**config.mk**
```make
export PLATFORM = sky130hd
export DESIGN_NAME = frequency_meter
export DESIGN_NICKNAME = d
export VERILOG_FILES = /design/src/rtl/frequency_meter.sv
export SDC_FILE = /design/constraint.sdc
export NUM_CORES = 1
export LEC_CHECK = 0
export ABC_AREA = 1
export CAP_MARGIN = 20
export CORE_MARGIN = 1.5
export CORE_UTILIZATION = 43
export DETAILED_ROUTE_END_ITERATION = 10
export DONT_BUFFER_PORTS = 1
export GPL_ROUTABILITY_DRIVEN = 0
export HOLD_SLACK_MARGIN = 0.06
export PLACE_DENSITY = 0.55
export SYNTH_ARGS = -nofsm -noshare
export SYNTH_HDL_FRONTEND = slang
export SYNTH_SLANG_ARGS = --single-unit
```
**constraint.sdc**
```tcl
create_clock -name clock -period 1.65 [get_ports clock]
set_input_delay 0.0825 -clock clock [delete_from_list [all_inputs] [get_ports clock]]
set_output_delay 0.0825 -clock clock [all_outputs]
set_load 0.1 [all_outputs]
```
**src/rtl/frequency_meter.sv**
```systemverilog
// Counts measuredSignal rising edges per GATE_CYCLES window; binary result when the window closes. Optional BCD (FREQUENCY_METER_BCD_EN) follows COUNT_WIDTH+1 cycles later.
// No backpressure: countValid and bcdValid are single-cycle pulses, and results hold until the next pulse.
module frequency_meter #(
   parameter int GATE_CYCLES = 100000000,
   parameter int COUNT_WIDTH = 16,
   parameter int DIGITS      = 5
) (
   input  logic                   clock,
   input  logic                   resetN,
   input  logic                   measuredSignal,
   output logic [COUNT_WIDTH-1:0] count,
   output logic                   overflow,
   output logic                   countValid,
   output logic [4*DIGITS-1:0]    bcd,
   output logic                   bcdValid,
   output logic                   busy
);
   localparam int GATE_WIDTH = $clog2(GATE_CYCLES);
   localparam logic [GATE_WIDTH-1:0] GATE_LAST = GATE_WIDTH'(GATE_CYCLES - 1);
   localparam logic [COUNT_WIDTH-1:0] COUNT_MAX = '1;

   logic [1:0]             syncQ;
   logic                   prevQ;
   logic                   risingEdge;
   logic [GATE_WIDTH-1:0]  gateCount;
   logic [COUNT_WIDTH-1:0] edgeCount;
   logic                   saturated;
   logic                   terminal;
   logic                   edgeFull;

   assign risingEdge = syncQ[1] & ~prevQ;
   assign terminal   = (gateCount == GATE_LAST);
   assign edgeFull   = (edgeCount == COUNT_MAX);

   always_ff @(posedge clock) begin
      if (!resetN) begin
         syncQ <= '0;
         prevQ <= 1'b0;
      end else begin
         syncQ <= {syncQ[0], measuredSignal};
         prevQ <= syncQ[1];
      end
   end

   // An edge seen in the terminal cycle is folded into the closing window's result.
   always_ff @(posedge clock) begin
      if (!resetN) begin
         gateCount  <= '0;
         edgeCount  <= '0;
         saturated  <= 1'b0;
         count      <= '0;
         overflow   <= 1'b0;
         countValid <= 1'b0;
      end else begin
         countValid <= 1'b0;
         gateCount  <= terminal ? '0 : gateCount + GATE_WIDTH'(1);
         if (terminal) begin
            count      <= (risingEdge && !edgeFull) ? edgeCount + COUNT_WIDTH'(1) : edgeCount;
            overflow   <= saturated | (risingEdge & edgeFull);
            countValid <= 1'b1;
            edgeCount  <= '0;
            saturated  <= 1'b0;
         end else if (risingEdge) begin
            if (edgeFull) begin
               saturated <= 1'b1;
            end else begin
               edgeCount <= edgeCount + COUNT_WIDTH'(1);
            end
         end
      end
   end

`ifdef FREQUENCY_METER_BCD_EN
   typedef enum logic {IDLE, SHIFT} state_t;
   localparam int SHIFT_WIDTH = $clog2(COUNT_WIDTH + 1);

   state_t                 state;
   state_t                 nextState;
   logic [COUNT_WIDTH-1:0] binary;
   logic [4*DIGITS-1:0]    scratch;
   logic [4*DIGITS-1:0]    adjusted;
   logic [4*DIGITS-1:0]    scratchNext;
   logic [SHIFT_WIDTH-1:0] shiftsLeft;
   logic                   startConv;
   logic                   doShift;
   logic                   lastShift;

   // Double-dabble step: correct each digit before the shift so it carries in decimal.
   always_comb begin
      adjusted = scratch;
      for (int d = 0; d < DIGITS; d++) begin
         if (scratch[4*d +: 4] >= 4'd5) begin
            adjusted[4*d +: 4] = scratch[4*d +: 4] + 4'd3;
         end
      end
      scratchNext = {adjusted[4*DIGITS-2:0], binary[COUNT_WIDTH-1]};
   end

   always_comb begin
      nextState = state;
      startConv = 1'b0;
      doShift   = 1'b0;
      lastShift = 1'b0;
      case (state)
         IDLE: begin
            if (countValid) begin
               nextState = SHIFT;
               startConv = 1'b1;
            end
         end
         SHIFT: begin
            doShift = 1'b1;
            if (shiftsLeft == SHIFT_WIDTH'(1)) begin
               lastShift = 1'b1;
               nextState = IDLE;
            end
         end
         default: nextState = IDLE;
      endcase
   end

   always_ff @(posedge clock) begin
      if (!resetN) begin
         state <= IDLE;
      end else begin
         state <= nextState;
      end
   end

   always_ff @(posedge clock) begin
      if (!resetN) begin
         binary     <= '0;
         scratch    <= '0;
         shiftsLeft <= '0;
         bcd        <= '0;
         bcdValid   <= 1'b0;
      end else begin
         bcdValid <= lastShift;
         if (startConv) begin
            binary     <= count;
            scratch    <= '0;
            shiftsLeft <= SHIFT_WIDTH'(COUNT_WIDTH);
         end else if (doShift) begin
            binary     <= binary << 1;
            scratch    <= scratchNext;
            shiftsLeft <= shiftsLeft - SHIFT_WIDTH'(1);
         end
         if (lastShift) begin
            bcd <= scratchNext;
         end
      end
   end

   assign busy = (state == SHIFT);
`else
   assign bcd      = '0;
   assign bcdValid = 1'b0;
   assign busy     = 1'b0;
`endif

endmodule

```
==> out/metrics.csv <==
metric;value;unit
Power Total;3.12;mW
crit path buf inv count;1;
Area growth syn-to-layout;18.0;%
Synth cell types;30;
Max Fclk;0.640;GHz
outcome;finished, final reports clean;
Via Count;3260;
Synth warnings;0;
Max stage delay on crit path;440;ps
Post-Route Utilization;0.532;
worst skew pair latency;350;ps
Most common cell on crit path;nand2_1;
DRT iter0 DRCs;206;
Core ar.;7850;sq um
Max Slew Vio Count;0;
first-pass GRT wire length;13600;um
Pwr Density;748;nW/um^2
Cell Area, Placed;3790;sq um
Worst slew margin;0.397;
clk root buf;clkbuf_8;
Port Buffer Count;0;
Seq/Total Area, Yosys;0.368;
vias per std cell;4.79;
DR pass1 iterations;4;
syn avg cell area;6.74;sq um
synthesized instance count;525;
Min Hold Slack;121;ps
setup TNS;0;ps
antenna violations before repair;0;
Final WS setup;88.0;ps
Final #Nets;582;
overall routed net length;8480;um
DRC Markers;0;
Antenna Nets Post-Route;0;
post-place setup slack;1.92;ps
crit-path max FO;6;
setup violators final;0;
H-tree depth;3;
I/O pin count;43;
ratio of final minimum period to clock period;0.947;
Critical Path AT;1790;ps
Worst Setup End Kind;flop;
Post-DP HPWL;5970;um
R2R Setup Slk;90;ps
Cell Area, Synth;3540;sq um
Initial Util;0.451;
total of max-cap violations;0;
die width;93.7;um
Row Count;32;
gr ovfl total;0;
final cell count without fillers;681;
vias in the first global route;2850;
clock buffer depth;2;
CP Class;flop to flop;
Final min period;1560;ps
critical path's top delay family;simple AND/OR/NAND/NOR gates;
Hold Crit Class;input pin to flop;
CP required;1880;ps
placed cells;659;
share of cells above drive strength 1;0.209;
leak pwr;1.66;nW
routed len/inst;12.4;um
TritonCTS Buffers;9;
crit path cell chain;inv_1, nor3_1, nand2_1, nor2_1, nand2_1, nand2_1, a21oi_1;
Vert. Die Dim;93.7;um
clk slew on worst S/H paths;70;ps
GRT Total Usage;0.199;
clk sinks;65;
CTS tree;built;
Final Skew;9.74;ps
worst slew pin tran;901;ps
design area;4180;sq um
flops & latches, synth;65;
pin count of the biggest net entering global routing;44;
VDD IR max;0.390;mV
Final Hold Viols;0;
Ant. Diodes;0;
Critical-path top delay cell;dfxtp_1;
die area;8790;sq um
Startpoint Class;flop;
[worst reg2reg max path: cells and delay by family, from the launching register on]
family,cells,cell delay (ps)
DFF,1,440
buffers and inverters,1,120
and+or+nand+nor,5,850
AOI/OAI and AO/OA,1,50
[cells in the final DEF (no fill, tap or decap)]
cell type        n
a21oi_2         15
nor2_1          64
nand4_1         14
or2_0            1
xnor2_1          4
nor2_4           6
inv_2            5
nand3_2          1
nand3_4          1
dlygate4sd3_1    3
clkbuf_16        1
clkbuf_1         1
nand3_1         44
nor2_2           7
or2_2            1
ha_4             2
o21ai_1          1
nor3_2           1
buf_6            2
xor2_1           3
a21oi_1         15
clkbuf_8        12
nand2_2          7
conb_1          22
dfxtp_2         13
buf_8            1
nand2_1        172
buf_4           43
nand3b_1         7
nand2_4          1
dfxtp_1         52
o21ai_0          4
nand2_8          2
nor3_1           7
inv_1           44
[what timing repair did]
action | 4_1_cts | 5_1_grt
cloned | 0 | 3
hold endpoints to repair | 22 | 43
hold buffers | 2 | 1
resized for setup | 1 | 39
buffers inserted | 0 | 3
setup endpoints to repair | 3 | 61
pin swaps | 0 | 9
[synthesized netlist by cell type (all sizes together)]
library cell / number / area share
nand2: 180 / 0.20
nor2: 77 / 0.091
dfxtp: 65 / 0.37
inv: 49 / 0.052
nand3: 46 / 0.066
a21oi: 30 / 0.058
buf: 30 / 0.076
nand4: 14 / 0.025
nor3: 8 / 0.011
nand3b: 7 / 0.015
o21ai: 5 / 0.0071
xnor2: 4 / 0.0099
xor2: 3 / 0.0074
clkbuf: 2 / 0.0021
ha: 2 / 0.0071
or2: 2 / 0.0035
conb: 1 / 0.0011
[logic make-up (layout without fill, tap and decap cells)]
| kind of cell | Yosys count | after routing | share of synthesized area |
|---|---|---|---|
| simple gates | 334 | 336 | 0.411 |
| buf+inv | 81 | 112 | 0.130 |
| flops | 65 | 65 | 0.368 |
| compound gates | 35 | 35 | 0.0654 |
| xor+xnor | 7 | 7 | 0.0173 |
| fa+ha+maj | 2 | 2 | 0.00707 |
| other cells | 1 | 22 | 0.00106 |
[routing by layer]
layer | global-route usage | part of all wire
met1 | 0.299 | 0.55
met2 | 0.283 | 0.39
met3 | 0.0445 | 0.054
met4 | 0.0560 | 0.010
met5 | 0 | 0
[worst paths after layout]
| check | to | startpoint | cells past startpoint |
|---|---|---|---|
| min | count[15] | resetN | 5 |
| max reg2reg | gateCount[22] | gateCount[16] | 7 |
| max | gateCount[22] | gateCount[16] | 7 |
| min reg2reg | syncQ[1] | syncQ[0] | 2 |
[registers in the layout (all words and copies together), names as in the netlist]
signal	cells
prevQ	1
countValid	1
saturated	1
edgeCount	16
count	16
gateCount	27
syncQ	2
overflow	1
[power by group]
part           internal, mW  switching [mW]  total (mW)  leakage (nW)
clock                 0.645           0.582        1.23        0.0875
combinational        0.0279           0.280       0.308          1.04
sequential             1.58         0.00929        1.59         0.531
[area by class of cell]
| class | instances | area (sq um) |
|---|---|---|
| multi-input combinational | 402 | 1960 |
| clock buffer | 13 | 169 |
| tap | 102 | 128 |
| inverter | 49 | 184 |
| timing repair buffer | 50 | 415 |
| sequential | 65 | 1320 |
| fill | 789 | 3670 |
No activity file was read; power rests on OpenSTA's default activity.
